File: src/rtl/pipe_hazard_ctrl_if.sv
// Signal bundle between the pipeline datapath and the hazard control unit.
// The datapath side (master) reports hazard sources; the control unit (slave) returns enables/flushes.
interface pipe_hazard_ctrl_if #(
    parameter int unsigned CNT_W = 16
);
    logic             id_valid;
    logic [15:0]      id_instr;
    logic             ex_memread;
    logic [3:0]       ex_rd;
    logic             branch_taken;
    logic             icache_miss;
    logic             dcache_miss;

    logic             pc_wen;
    logic             pc_sel_branch;
    logic             if_id_wen;
    logic             if_id_flush;
    logic             id_ex_wen;
    logic             id_ex_flush;
    logic             ex_mem_wen;
    logic             mem_wb_wen;
    logic             halted;
    logic [CNT_W-1:0] stall_cnt;

    modport master (
        output id_valid, id_instr, ex_memread, ex_rd, branch_taken, icache_miss, dcache_miss,
        input  pc_wen, pc_sel_branch, if_id_wen, if_id_flush, id_ex_wen, id_ex_flush,
               ex_mem_wen, mem_wb_wen, halted, stall_cnt
    );

    modport slave (
        input  id_valid, id_instr, ex_memread, ex_rd, branch_taken, icache_miss, dcache_miss,
        output pc_wen, pc_sel_branch, if_id_wen, if_id_flush, id_ex_wen, id_ex_flush,
               ex_mem_wen, mem_wb_wen, halted, stall_cnt
    );
endinterface

File: src/rtl/pipe_hazard_ctrl.sv
// Pipeline control: stall/flush generation for load-use, cache misses, taken branches and HLT drain.
// Enables and flushes are Mealy outputs; halted follows the state register, stall_cnt is registered.
module pipe_hazard_ctrl #(
    parameter int unsigned DRAIN_CYC = 3,
    parameter int unsigned CNT_W     = 16
) (
    input  logic              clk,
    input  logic              rst,
    pipe_hazard_ctrl_if.slave bus
);

    localparam int unsigned DCNT_W = (DRAIN_CYC > 1) ? $clog2(DRAIN_CYC) : 1;
    localparam logic [DCNT_W-1:0] DRAIN_LAST = DCNT_W'(DRAIN_CYC - 1);

    typedef enum logic [1:0] {
        ST_RUN    = 2'd0,
        ST_DRAIN  = 2'd1,
        ST_HALTED = 2'd2
    } state_t;

    state_t state;
    state_t state_nxt;

    logic [DCNT_W-1:0] drain_cnt;
    logic [CNT_W-1:0]  stall_q;

    logic [3:0] opcode;
    logic [3:0] f_d;
    logic [3:0] f_rs;
    logic [3:0] f_rt;
    logic       reads_rs;
    logic       reads_rt;
    logic       reads_d;
    logic       load_use;
    logic       is_hlt;
    logic       drain_done;

    logic pc_wen;
    logic pc_sel_branch;
    logic if_id_wen;
    logic if_id_flush;
    logic id_ex_wen;
    logic id_ex_flush;
    logic ex_mem_wen;
    logic mem_wb_wen;
    logic halted;

    assign opcode = bus.id_instr[15:12];
    assign f_d    = bus.id_instr[11:8];
    assign f_rs   = bus.id_instr[7:4];
    assign f_rt   = bus.id_instr[3:0];

    // Which register fields the instruction in ID actually reads.
    always_comb begin
        reads_rs = (opcode <= 4'h9) || (opcode == 4'hD);
        reads_rt = (opcode <= 4'h3) || (opcode == 4'h7);
        reads_d  = (opcode == 4'h9) || (opcode == 4'hA) || (opcode == 4'hB);
    end

    // R0 is hardwired, so a load to R0 never creates a dependency.
    always_comb begin
        load_use = bus.id_valid && bus.ex_memread && (bus.ex_rd != 4'd0) &&
                   ((reads_rs && (f_rs == bus.ex_rd)) ||
                    (reads_rt && (f_rt == bus.ex_rd)) ||
                    (reads_d  && (f_d  == bus.ex_rd)));
        is_hlt   = bus.id_valid && (opcode == 4'hF);
    end

    assign drain_done = (drain_cnt == DRAIN_LAST) && !bus.dcache_miss;

    // State register.
    always_ff @(posedge clk or posedge rst) begin
        if (rst) begin
            state <= ST_RUN;
        end else begin
            state <= state_nxt;
        end
    end

    // Next-state logic.
    always_comb begin
        state_nxt = state;
        unique case (state)
            ST_RUN: begin
                if (is_hlt && !bus.dcache_miss && !load_use) begin
                    state_nxt = ST_DRAIN;
                end
            end
            ST_DRAIN: begin
                if (drain_done) begin
                    state_nxt = ST_HALTED;
                end
            end
            ST_HALTED: state_nxt = ST_HALTED;
            default:   state_nxt = ST_RUN;
        endcase
    end

    // Drain progress only advances on cycles where MEM is not frozen.
    always_ff @(posedge clk or posedge rst) begin
        if (rst) begin
            drain_cnt <= '0;
        end else if (state != ST_DRAIN) begin
            drain_cnt <= '0;
        end else if (!bus.dcache_miss && (drain_cnt != DRAIN_LAST)) begin
            drain_cnt <= drain_cnt + DCNT_W'(1);
        end
    end

    // Output logic.
    always_comb begin
        pc_wen        = 1'b1;
        pc_sel_branch = 1'b0;
        if_id_wen     = 1'b1;
        if_id_flush   = 1'b0;
        id_ex_wen     = 1'b1;
        id_ex_flush   = 1'b0;
        ex_mem_wen    = 1'b1;
        mem_wb_wen    = 1'b1;
        halted        = 1'b0;
        unique case (state)
            ST_RUN: begin
                if (bus.dcache_miss) begin
                    pc_wen     = 1'b0;
                    if_id_wen  = 1'b0;
                    id_ex_wen  = 1'b0;
                    ex_mem_wen = 1'b0;
                    mem_wb_wen = 1'b0;
                end else if (load_use) begin
                    pc_wen      = 1'b0;
                    if_id_wen   = 1'b0;
                    id_ex_flush = 1'b1;
                end else if (is_hlt) begin
                    pc_wen      = 1'b0;
                    if_id_flush = 1'b1;
                end else if (bus.branch_taken) begin
                    pc_sel_branch = 1'b1;
                    if_id_flush   = 1'b1;
                end else if (bus.icache_miss) begin
                    pc_wen      = 1'b0;
                    if_id_flush = 1'b1;
                end
            end
            ST_DRAIN: begin
                pc_wen      = 1'b0;
                if_id_flush = 1'b1;
                if (bus.dcache_miss) begin
                    id_ex_wen  = 1'b0;
                    ex_mem_wen = 1'b0;
                    mem_wb_wen = 1'b0;
                end else begin
                    id_ex_flush = 1'b1;
                end
            end
            ST_HALTED: begin
                pc_wen     = 1'b0;
                if_id_wen  = 1'b0;
                id_ex_wen  = 1'b0;
                ex_mem_wen = 1'b0;
                mem_wb_wen = 1'b0;
                halted     = 1'b1;
            end
            default: ;
        endcase
    end

    // Saturating count of stalled fetch cycles before halt.
    always_ff @(posedge clk or posedge rst) begin
        if (rst) begin
            stall_q <= '0;
        end else if (!pc_wen && (state != ST_HALTED) && (stall_q != {CNT_W{1'b1}})) begin
            stall_q <= stall_q + CNT_W'(1);
        end
    end

    assign bus.pc_wen        = pc_wen;
    assign bus.pc_sel_branch = pc_sel_branch;
    assign bus.if_id_wen     = if_id_wen;
    assign bus.if_id_flush   = if_id_flush;
    assign bus.id_ex_wen     = id_ex_wen;
    assign bus.id_ex_flush   = id_ex_flush;
    assign bus.ex_mem_wen    = ex_mem_wen;
    assign bus.mem_wb_wen    = mem_wb_wen;
    assign bus.halted        = halted;
    assign bus.stall_cnt     = stall_q;

endmodule

File: src/flat_wrapper.sv
// flat-port wrapper written by rule: the top's interface ports become plain ports
module pipe_hazard_ctrl_flat 
#(
    parameter int unsigned DRAIN_CYC = 3,
    parameter int unsigned CNT_W     = 16
)
  (clk, rst, bus_id_valid, bus_id_instr, bus_ex_memread, bus_ex_rd, bus_branch_taken, bus_icache_miss, bus_dcache_miss, bus_pc_wen, bus_pc_sel_branch, bus_if_id_wen, bus_if_id_flush, bus_id_ex_wen, bus_id_ex_flush, bus_ex_mem_wen, bus_mem_wb_wen, bus_halted, bus_stall_cnt);
  pipe_hazard_ctrl_if #(.CNT_W(CNT_W)) bus_i ();
  input  logic clk;
  input  logic rst;
  input wire logic [$bits(bus_i.id_valid)-1:0] bus_id_valid;
  input wire logic [$bits(bus_i.id_instr)-1:0] bus_id_instr;
  input wire logic [$bits(bus_i.ex_memread)-1:0] bus_ex_memread;
  input wire logic [$bits(bus_i.ex_rd)-1:0] bus_ex_rd;
  input wire logic [$bits(bus_i.branch_taken)-1:0] bus_branch_taken;
  input wire logic [$bits(bus_i.icache_miss)-1:0] bus_icache_miss;
  input wire logic [$bits(bus_i.dcache_miss)-1:0] bus_dcache_miss;
  output wire logic [$bits(bus_i.pc_wen)-1:0] bus_pc_wen;
  output wire logic [$bits(bus_i.pc_sel_branch)-1:0] bus_pc_sel_branch;
  output wire logic [$bits(bus_i.if_id_wen)-1:0] bus_if_id_wen;
  output wire logic [$bits(bus_i.if_id_flush)-1:0] bus_if_id_flush;
  output wire logic [$bits(bus_i.id_ex_wen)-1:0] bus_id_ex_wen;
  output wire logic [$bits(bus_i.id_ex_flush)-1:0] bus_id_ex_flush;
  output wire logic [$bits(bus_i.ex_mem_wen)-1:0] bus_ex_mem_wen;
  output wire logic [$bits(bus_i.mem_wb_wen)-1:0] bus_mem_wb_wen;
  output wire logic [$bits(bus_i.halted)-1:0] bus_halted;
  output wire logic [$bits(bus_i.stall_cnt)-1:0] bus_stall_cnt;
  assign bus_i.id_valid = bus_id_valid;
  assign bus_i.id_instr = bus_id_instr;
  assign bus_i.ex_memread = bus_ex_memread;
  assign bus_i.ex_rd = bus_ex_rd;
  assign bus_i.branch_taken = bus_branch_taken;
  assign bus_i.icache_miss = bus_icache_miss;
  assign bus_i.dcache_miss = bus_dcache_miss;
  assign bus_pc_wen = bus_i.pc_wen;
  assign bus_pc_sel_branch = bus_i.pc_sel_branch;
  assign bus_if_id_wen = bus_i.if_id_wen;
  assign bus_if_id_flush = bus_i.if_id_flush;
  assign bus_id_ex_wen = bus_i.id_ex_wen;
  assign bus_id_ex_flush = bus_i.id_ex_flush;
  assign bus_ex_mem_wen = bus_i.ex_mem_wen;
  assign bus_mem_wb_wen = bus_i.mem_wb_wen;
  assign bus_halted = bus_i.halted;
  assign bus_stall_cnt = bus_i.stall_cnt;
  pipe_hazard_ctrl #(.DRAIN_CYC(DRAIN_CYC), .CNT_W(CNT_W)) u_core (.clk(clk), .rst(rst), .bus(bus_i));
endmodule
File: config.mk
export PLATFORM = sky130hd
export DESIGN_NAME = pipe_hazard_ctrl_flat
export DESIGN_NICKNAME = d
export VERILOG_FILES = /design/src/rtl/pipe_hazard_ctrl_if.sv /design/src/rtl/pipe_hazard_ctrl.sv /design/src/flat_wrapper.sv
export SDC_FILE = /design/constraint.sdc
export NUM_CORES = 1
export LEC_CHECK = 0
export CORE_UTILIZATION = 46
export DETAILED_ROUTE_END_ITERATION = 8
export PLACE_DENSITY = 0.92
export SLEW_MARGIN = 20
export SYNTH_ARGS = -nofsm -noshare
export SYNTH_HDL_FRONTEND = slang
export SYNTH_SLANG_ARGS = --single-unit
File: constraint.sdc
create_clock -name clk -period 6.61 [get_ports clk]
set_input_delay 1.322 -clock clk [delete_from_list [all_inputs] [get_ports clk]]
set_output_delay 1.322 -clock clk [all_outputs]
set_load 0.02 [all_outputs]
==> results.txt, run 1 <==
----------------------------------------------------
[Timing]
  Count of endpoints failing hold in the final timing report ... 0
  Minimum setup slack in the final design ... 1120 ps
  Setup repair after global routing missed its margin ... no
  Smallest hold slack ... 505 ps
  Fmax ... 182 MHz
  Pins over their slew limit ... 0
  Worst-margin pin slew ... about 750 ps
  Worst-case headroom to the max-slew limit ... 50.3%
  Total setup violations reported at the end of the flow ... 0
  Shortest clock period the worst path allows after layout ... between 5000 and 6000 ps
  Setup clock skew after layout ... about 8.8 ps
  Aggregate negative setup slack ... 0 ps
  Share of the clock period used by the worst path after layout ... 83.0%

[Finish]
  Post-route insts no fill ... 217
  Area growth, synth to finish ... 40.3%
  Net count, final ... 220
  Fill cell count ... 229
  N_diodes ... 0
  Sequential standard cell area ... 500 um^2
  Ratio of cells with drive above 1 in the final layout ... 4.30%
  Total area of multi-input combinational cells ... 747 um^2

[Critical path]
  Data arrival time of the critical path ... 4170 ps
  Setup crit start kind ... primary input
  Critical Path Slowest Stage Cell ... sky130_fd_sc_hd__clkdlybuf4s50_1
  Startpoint of the worst-slack reg-to-reg timing path ... u_core.bus.stall_cnt[3]
  Crit path cell chain ... clkdlybuf4s50_1, xor2_1, a2111o_1, or4_1, o21ai_1, or2_1, o21ai_0, clkdlybuf4s50_1
  Crit Path Max Fanout ... 16
  Worst-case register-to-register setup slack ... 4320 ps
  Cell family with most CP delay ... buffers and inverters
  Maximum single-stage delay on the critical path ... 560 ps
  Cell repeated most along the worst path ... sky130_fd_sc_hd__clkdlybuf4s50_1
  Required time worst endpoint ... 5290 ps
  Count of buffer and inverter cells on the critical path ... 2
  Cell count of the worst reg-to-reg path ... 7
  Worst flop-to-flop path endpoint ... u_core.bus.stall_cnt[1]
  WS Path Type ... primary input to output port
  Critical path endpoint category ... output port

[Logic synthesis]
  Distinct cell type count after synthesis ... 39
  Number of enable-type register cells in the synthesized netlist ... 0
  Total of flip-flops plus latches after synthesis ... 20
  Share of the yosys chip area belonging to registers ... 38.1%
  Syn nets ... 168
  Share of synthesized registers carrying an async set or reset ... between 90% and 100%
  Instance count of the mapped netlist ... 136
  Mapped Area ... 1320 um^2
  YS warnings ... 0
  Avg Cell Area, Syn ... roughly 9.7 um^2
  Most used flip-flop cell after synthesis ... sky130_fd_sc_hd__dfrtp_1

[Clock tree]
  Post-CTS Setup Bufs ... 0
  Root buffer cell ... sky130_fd_sc_hd__clkbuf_4
  CTS-repair resized insts ... 0
  Clock slew seen by the registers of the worst setup and hold paths ... 110 ps
  Number of sinks driven by the clock tree ... 20
  Inserted Clock Buffers ... 3
  Count of hold buffers inserted by post-cts repair ... 0
  # H-tree levels ... 1
  Source-to-sink clock delay at the later pin of the worst-skew pair ... 300 ps
  Max clock buf depth ... 2
  Clock tree from TritonCTS ... done

[Min path]
  Worst hold path cell count ... 1
  Type of the tightest min-delay check ... flip-flop to flip-flop
  Endpoint, Worst Hold ... u_core.bus.stall_cnt[10]
  Origin of the worst min-delay path ... u_core.bus.stall_cnt[10]

[Power and ir drop]
  Net Switching ... 0.000213 W
  Sequential power share ... between 30 and 40%
  Largest voltage drop on the vdd net ... 0.230 mV
  Power share of the clock group ... 11.2%
  Combinational share of power ... 55.0%
  Power per cell area ... 282 nW/um^2
  Leakage power figure ... 0.761 nW
  Internal ... about 0.00031 W
  Switching part of the total ... 40.9%

[Placed design]
  Placed Cells ... 214
  Final Wtd Congestion ... 0.850
  Port-buffer cells ... 51
  DP Wirelength ... 2560 um
  DP Worst Slack ... 1110 ps

[Outcome]
  Status ... finished, final reports clean

[Routing]
  Number of nets with antenna violations after routing ... 0
  Residual DRC count ... 0
  Detailed router's first-iteration violation count ... 24
  Total number of vias ... 1215
  Vias per Instance ... 5.60
  Post-detailed-routing wire length ... 3110 um
  Detailed-route wire length per cell ... between 10 and 15 um
  Number of iterations in the first detailed-routing pass ... 4

[GRT]
  Global-route wire length before repair ... 5080 um
  Overall track demand over capacity in global routing ... a little over a fifth
  Met1 track demand over resource ... around a fifth
  Global-route congestion overflow total ... 0
  GR Util met3 ... 4.22%
  Largest net degree at the start of global routing ... 21
  Number of antenna violations at the first check in global routing ... 0
  Fraction of met2 tracks used by global routing ... 40.8%
  Routing layer with the top usage in global route ... met2
  Number of global-route vias before repair ... around 1200

[Floorplan]
  Chip width ... 55.5 um
  Starting density of the core ... 48.1%
  Core outline area ... 2730 um^2
  FP Rows ... 19
  Vertical die dimension ... around 55 um
  IO Count ... between 50 and 60
  Die area ... between 3000 and 4000 um^2

[Run]
  Number of max-capacitance violations reported ... 0

----------------------------------------------------
## worst max path at each step
stage                       from    endpoint  slack, ps  cells after the start
CTS                 bus_ex_rd[0]  bus_pc_wen       1100                      8
floorplan           bus_ex_rd[0]  bus_pc_wen       2330                      8
global placement    bus_ex_rd[0]  bus_pc_wen       1150                      8
finish              bus_ex_rd[0]  bus_pc_wen       1120                      8
detailed placement  bus_ex_rd[0]  bus_pc_wen       1110                      8
global route        bus_ex_rd[0]  bus_pc_wen        960                      8
## metal layers
layer / wire [um] / vias to the layer above / part of all wire [%]
met5: 0 / - / 0
met4: 73 / 0 / 2.4
met3: 215 / 9 / 6.9
met2: 1690 / 56 / 55
met1: 1120 / 572 / 36
li1: - / 578 / -
## worst reg2reg max path, delay by kind of cell, from the launching register on
kind	cells	cell delay [ps]
and+or+nand+nor	6	1420
muxes	1	320
DFF	1	450
## metrics by stage
| step | total power [W] | utilization [%] | cell area, um^2 |
|---|---|---|---|
| 2_1_floorplan | 0.000351 | - | 1320 |
| 3_3_place_gp | 0.000452 | 66.7 | 1820 |
| 3_5_place_dp | 0.000465 | 66.7 | 1820 |
| 4_1_cts | 0.000522 | 67.5 | 1850 |
| 5_1_grt | 0.000551 | 67.5 | 1850 |
| 6_report | 0.000520 | 67.5 | 1850 |
## final cells by class
cell class	count	area share [%]
multi-input cells	105	40.5
repair buffers	51	27.7
clock buffers	3	1.22
well taps	31	2.10
inverters	7	1.42
flip-flops and latches	20	27.1
## synth_stat cells (2+ instances only)
| cell | count | area, um^2 |
|---|---|---|
| sky130_fd_sc_hd__a21oi_1 | 4 | 20.0 |
| sky130_fd_sc_hd__and2_1 | 2 | 12.5 |
| sky130_fd_sc_hd__and3_1 | 3 | 18.8 |
| sky130_fd_sc_hd__and4_1 | 2 | 17.5 |
| sky130_fd_sc_hd__buf_4 | 2 | 15.0 |
| sky130_fd_sc_hd__dfrtp_1 | 20 | 500 |
| sky130_fd_sc_hd__ha_1 | 5 | 62.6 |
| sky130_fd_sc_hd__inv_1 | 7 | 26.3 |
| sky130_fd_sc_hd__nand2_1 | 7 | 26.3 |
| sky130_fd_sc_hd__nand3_1 | 7 | 35.0 |
| sky130_fd_sc_hd__nand4_1 | 9 | 56.3 |
| sky130_fd_sc_hd__nor2_1 | 7 | 26.3 |
| sky130_fd_sc_hd__nor3_1 | 2 | 10.0 |
| sky130_fd_sc_hd__nor4b_1 | 2 | 17.5 |
| sky130_fd_sc_hd__o21ai_0 | 5 | 25.0 |
| sky130_fd_sc_hd__o21bai_1 | 2 | 15.0 |
| sky130_fd_sc_hd__or4_1 | 2 | 15.0 |
| sky130_fd_sc_hd__xnor2_1 | 16 | 140 |
| sky130_fd_sc_hd__xor2_1 | 12 | 105 |
## placed cells by master (no fill, tap or decap), types with 2 or more instances in the layout
master,synthesis,routed
sky130_fd_sc_hd__a21oi_1,4,4
sky130_fd_sc_hd__and2_1,2,2
sky130_fd_sc_hd__and3_1,3,3
sky130_fd_sc_hd__and4_1,2,2
sky130_fd_sc_hd__clkbuf_4,0,3
sky130_fd_sc_hd__clkdlybuf4s50_1,0,51
sky130_fd_sc_hd__dfrtp_1,20,20
sky130_fd_sc_hd__ha_1,5,5
sky130_fd_sc_hd__inv_1,7,7
sky130_fd_sc_hd__nand2_1,7,7
sky130_fd_sc_hd__nand3_1,7,7
sky130_fd_sc_hd__nand4_1,9,9
sky130_fd_sc_hd__nor2_1,7,7
sky130_fd_sc_hd__nor3_1,2,2
sky130_fd_sc_hd__nor4b_1,2,2
sky130_fd_sc_hd__o21ai_0,5,5
sky130_fd_sc_hd__o21bai_1,2,2
sky130_fd_sc_hd__or4_1,2,2
sky130_fd_sc_hd__xnor2_1,16,16
sky130_fd_sc_hd__xor2_1,12,12
## cell families after synthesis
logic type	after synthesis	share of synthesized area, %
AND/OR/NAND/NOR	54	23.7
XOR/XNOR	28	18.6
flip-flops	20	38.1
AO/OA/AOI/OAI	16	7.80
buffers and inverters	11	5.14
adder cells (fa/ha/maj)	5	4.76
multiplexers	2	1.90
## flip-flops by register name, indices dropped and copies added (netlist names)
register / count
u_core.bus.stall_cnt: 16
u_core.state: 2
u_core.drain_cnt: 2
## power groups by stage
stage	clock network (W)	registers [W]	logic, W
2_1_floorplan	0	0.000199	0.000152
5_1_grt	0.0000646	0.000180	0.000306
3_3_place_gp	0	0.000175	0.000276
3_5_place_dp	0	0.000178	0.000287
4_1_cts	0.0000577	0.000176	0.000288
6_report	0.0000580	0.000176	0.000286
Power figures use the tool's default switching activity.
==> run 2: changes to the inputs <==
--- a/config.mk
+++ b/config.mk
@@ -5,9 +5,9 @@
 export SDC_FILE = /design/constraint.sdc
 export NUM_CORES = 1
 export LEC_CHECK = 0
-export CORE_UTILIZATION = 46
+export CORE_UTILIZATION = 39
 export DETAILED_ROUTE_END_ITERATION = 8
-export PLACE_DENSITY = 0.92
+export PLACE_DENSITY = 0.84
 export SLEW_MARGIN = 20
 export SYNTH_ARGS = -nofsm -noshare
 export SYNTH_HDL_FRONTEND = slang
==> constraint.sdc (replaced) <==
create_clock -name clk -period 5 [get_ports clk]
set_input_delay 1 -clock clk [delete_from_list [all_inputs] [get_ports clk]]
set_output_delay 1 -clock clk [all_outputs]
set_load 0.02 [all_outputs]
==> run 2 against run 1 <==
- utilization fell by 7.7 points
- clock power increased by 30%
- sequential share of layout area is 0.34 points lower
- sequential power up 32%
- via count decreased by 1.8%
==> results.txt, run 2 (synthesized netlist as in run 1, its figures left out) <==
----------------------------------------------------
[Outcome]
  Status ... finished, final reports clean

[Routing]
  Met3 Routed Length ... 202 um (-6.0%)
  Vias per Instance ... 5.16 (-7.8%)
  Top metal layer carrying routed signals ... met4
  Detailed router's first-iteration violation count ... 24 (unchanged)
  Post-detailed-routing wire length ... 3060 um (-1.4%)
  Number of iterations in the first detailed-routing pass ... 5 (+1)
  Residual DRC count ... 0 (unchanged)
  Met2 wirelength from detailed routing ... 1650 um (-2.8%)
  Wire length the detailed router placed on met1 ... 1180 um (+4.9%)
  Detailed-route wire length per cell ... 13.3 um (-7.4%)
  Total number of vias ... 1193 (-1.8%)
  Number of nets with antenna violations after routing ... 0 (unchanged)

[Power and ir drop]
  Sequential power share ... 33.8% (about the same)
  Net Switching ... 0.000279 W (+31%)
  Power share of the clock group ... 11.0% (-0.2 points)
  Combinational share of power ... 55.2% (+0.2 points)
  Switching part of the total ... 40.6% (-0.31 points)
  Largest voltage drop on the vdd net ... 0.178 mV (-23%)
  Power per cell area ... 368 nW/um^2 (+31%)
  Leakage power figure ... 0.766 nW (+0.59%)
  Internal ... 0.000408 W (+33%)

[Critical path]
  WS Path Type ... primary input to output port
  Cell count of the worst reg-to-reg path ... 7 (unchanged)
  Count of buffer and inverter cells on the critical path ... 2 (unchanged)
  Maximum single-stage delay on the critical path ... 620 ps (+60 ps)
  Cell family with most CP delay ... buffers and inverters
  Cell repeated most along the worst path ... sky130_fd_sc_hd__clkdlybuf4s50_1
  Worst flop-to-flop path endpoint ... u_core.bus.stall_cnt[1]
  Worst-case register-to-register setup slack ... 2730 ps (-1590 ps)
  Required time worst endpoint ... 4000 ps (-1290 ps)
  Crit path cell chain ... clkdlybuf4s50_1, xor2_1, a2111o_1, or4_1, o21ai_1, a21oi_1, nor2_1, clkdlybuf4s50_1
  Crit Path Max Fanout ... 4 (-12)
  Setup crit start kind ... primary input
  Data arrival time of the critical path ... 3500 ps (-670 ps)
  Critical path endpoint category ... output port
  Critical Path Slowest Stage Cell ... sky130_fd_sc_hd__clkdlybuf4s50_1
  Startpoint of the worst-slack reg-to-reg timing path ... u_core.bus.stall_cnt[3]

[Floorplan]
  FP Rows ... 20 (+1)
  Die area ... 3610 um^2 (+17%)
  Vertical die dimension ... 60.1 um (+8.3%)
  Core outline area ... 3130 um^2 (+14%)
  IO Count ... 52 (unchanged)
  Starting density of the core ... 42.0% (-6.1 points)
  Chip width ... 60.1 um (+8.3%)

[Clock tree]
  Max clock buf depth ... 2 (unchanged)
  Number of sinks driven by the clock tree ... 20 (unchanged)
  CTS-repair resized insts ... 0 (unchanged)
  # H-tree levels ... 1 (unchanged)
  Clock tree from TritonCTS ... done
  Clock slew seen by the registers of the worst setup and hold paths ... 100 ps (about the same)
  Post-CTS Setup Bufs ... 0 (unchanged)
  Source-to-sink clock delay at the later pin of the worst-skew pair ... 300 ps (about the same)
  Inserted Clock Buffers ... 3 (unchanged)
  Root buffer cell ... sky130_fd_sc_hd__clkbuf_4
  Count of hold buffers inserted by post-cts repair ... 0 (unchanged)

[Timing]
  Smallest hold slack ... 491 ps (-14.2 ps)
  Setup clock skew after layout ... 2.75 ps (-6.09 ps)
  Worst-case headroom to the max-slew limit ... 48.9% (-1.4 points)
  Share of the clock period used by the worst path after layout ... 89.9%
  Setup repair after global routing missed its margin ... no
  Count of endpoints failing hold in the final timing report ... 0 (unchanged)
  Worst-margin pin slew ... 766 ps (+21.1 ps)
  Total setup violations reported at the end of the flow ... 0 (unchanged)
  Pins over their slew limit ... 0 (unchanged)
  Shortest clock period the worst path allows after layout ... 4500 ps
  Fmax ... 222 MHz
  Aggregate negative setup slack ... 0 ps (unchanged)

[GRT]
  Overall track demand over capacity in global routing ... 18.6% (-2.6 points)
  Global-route wire length before repair ... 5040 um (-0.81%)
  Global-route congestion overflow total ... 0 (unchanged)
  Number of global-route vias before repair ... 1170 (-3.5%)
  Largest net degree at the start of global routing ... 21 (unchanged)
  Number of antenna violations at the first check in global routing ... 0 (unchanged)

[Finish]
  Commonest non-fill, non-tap cells in the layout ... sky130_fd_sc_hd__clkdlybuf4s50_1 (51), sky130_fd_sc_hd__dfrtp_1 (20), sky130_fd_sc_hd__xnor2_1 (16)
  Area growth, synth to finish ... 42.2%
  Most common library cell in the layout ignoring fill and taps ... sky130_fd_sc_hd__clkdlybuf4s50_1
  Fill cell count ... 267 (+17%)
  Net count, final ... 221 (+0.45%)
  Number of flip-flops under the largest register name ... 16 (unchanged)
  N_diodes ... 0 (unchanged)
  Ratio of cells with drive above 1 in the final layout ... 4.81% (+0.51 points)

[Placed design]
  DP Wirelength ... 2510 um (-1.8%)
  Port-buffer cells ... 51 (unchanged)
  Final Wtd Congestion ... 0.764 (-10%)

[Run]
  Number of max-capacitance violations reported ... 0 (unchanged)

[Min path]
  Endpoint, Worst Hold ... u_core.bus.stall_cnt[7]
  Worst hold path cell count ... 1 (unchanged)
  Type of the tightest min-delay check ... flip-flop to flip-flop
  Origin of the worst min-delay path ... u_core.bus.stall_cnt[7]

----------------------------------------------------
==> run 2: worst max-delay path by stage <==
stage                  from               to  slack (ps)  cells past startpoint
2_1_floorplan  bus_ex_rd[0]       bus_pc_wen        1360                      8
3_5_place_dp   bus_ex_rd[0]  bus_id_ex_flush         500                      8
4_1_cts        bus_ex_rd[0]  bus_id_ex_flush         480                      8
3_3_place_gp   bus_ex_rd[0]       bus_pc_wen         550                      8
5_1_grt        bus_ex_rd[0]    bus_if_id_wen         360                      8
6_report       bus_ex_rd[0]  bus_id_ex_flush         500                      8
==> run 2: metrics by stage <==
stage | worst slack [ps] | area, um^2 | power [W] | utilization [%] | std cells
finish | 504 | 1870 | 0.000688 | 59.8 | 231
global route | 357 | 1870 | 0.000732 | 59.8 | 231
CTS | 484 | 1870 | 0.000694 | 59.8 | 231
detailed placement | 501 | 1850 | 0.000617 | 59.0 | 228
global placement | 555 | 1850 | 0.000603 | 59.0 | 228
floorplan | 1360 | 1320 | 0.000464 | - | 136
==> run 2: per-layer routing <==
| metal | up-vias | GRT usage [%] |
|---|---|---|
| li1 | 580 | - |
| met1 | 555 | 19.5 |
| met2 | 53 | 37.0 |
| met3 | 5 | 3.25 |
| met4 | 0 | 5.65 |
| met5 | - | 0 |
==> run 2: area by class of cell <==
cell class	instances	area, um^2	area share, %
inverter	7	26.3	1.41
tap	44	55.1	2.95
clock buffer	3	22.5	1.20
sequential	20	500	26.8
timing repair buffer	52	518	27.7
multi-input combinational	105	747	40.0
==> run 2: power groups by stage <==
stage | clock network (W) | registers, W | logic [W]
4_1_cts | 0.0000778 | 0.000233 | 0.000383
3_3_place_gp | 0 | 0.000232 | 0.000371
5_1_grt | 0.0000837 | 0.000237 | 0.000411
3_5_place_dp | 0 | 0.000236 | 0.000381
6_report | 0.0000754 | 0.000232 | 0.000380
2_1_floorplan | 0 | 0.000263 | 0.000200
==> run 2: worst reg2reg max path: stages, from the launching register on <==
cell,delay [ps]
sky130_fd_sc_hd__dfrtp_1,450
sky130_fd_sc_hd__and3_1,230
sky130_fd_sc_hd__and3_1,220
sky130_fd_sc_hd__and4_1,250
sky130_fd_sc_hd__and4_1,210
sky130_fd_sc_hd__nor2_1,360
sky130_fd_sc_hd__nand2_2,140
sky130_fd_sc_hd__mux2_4,310
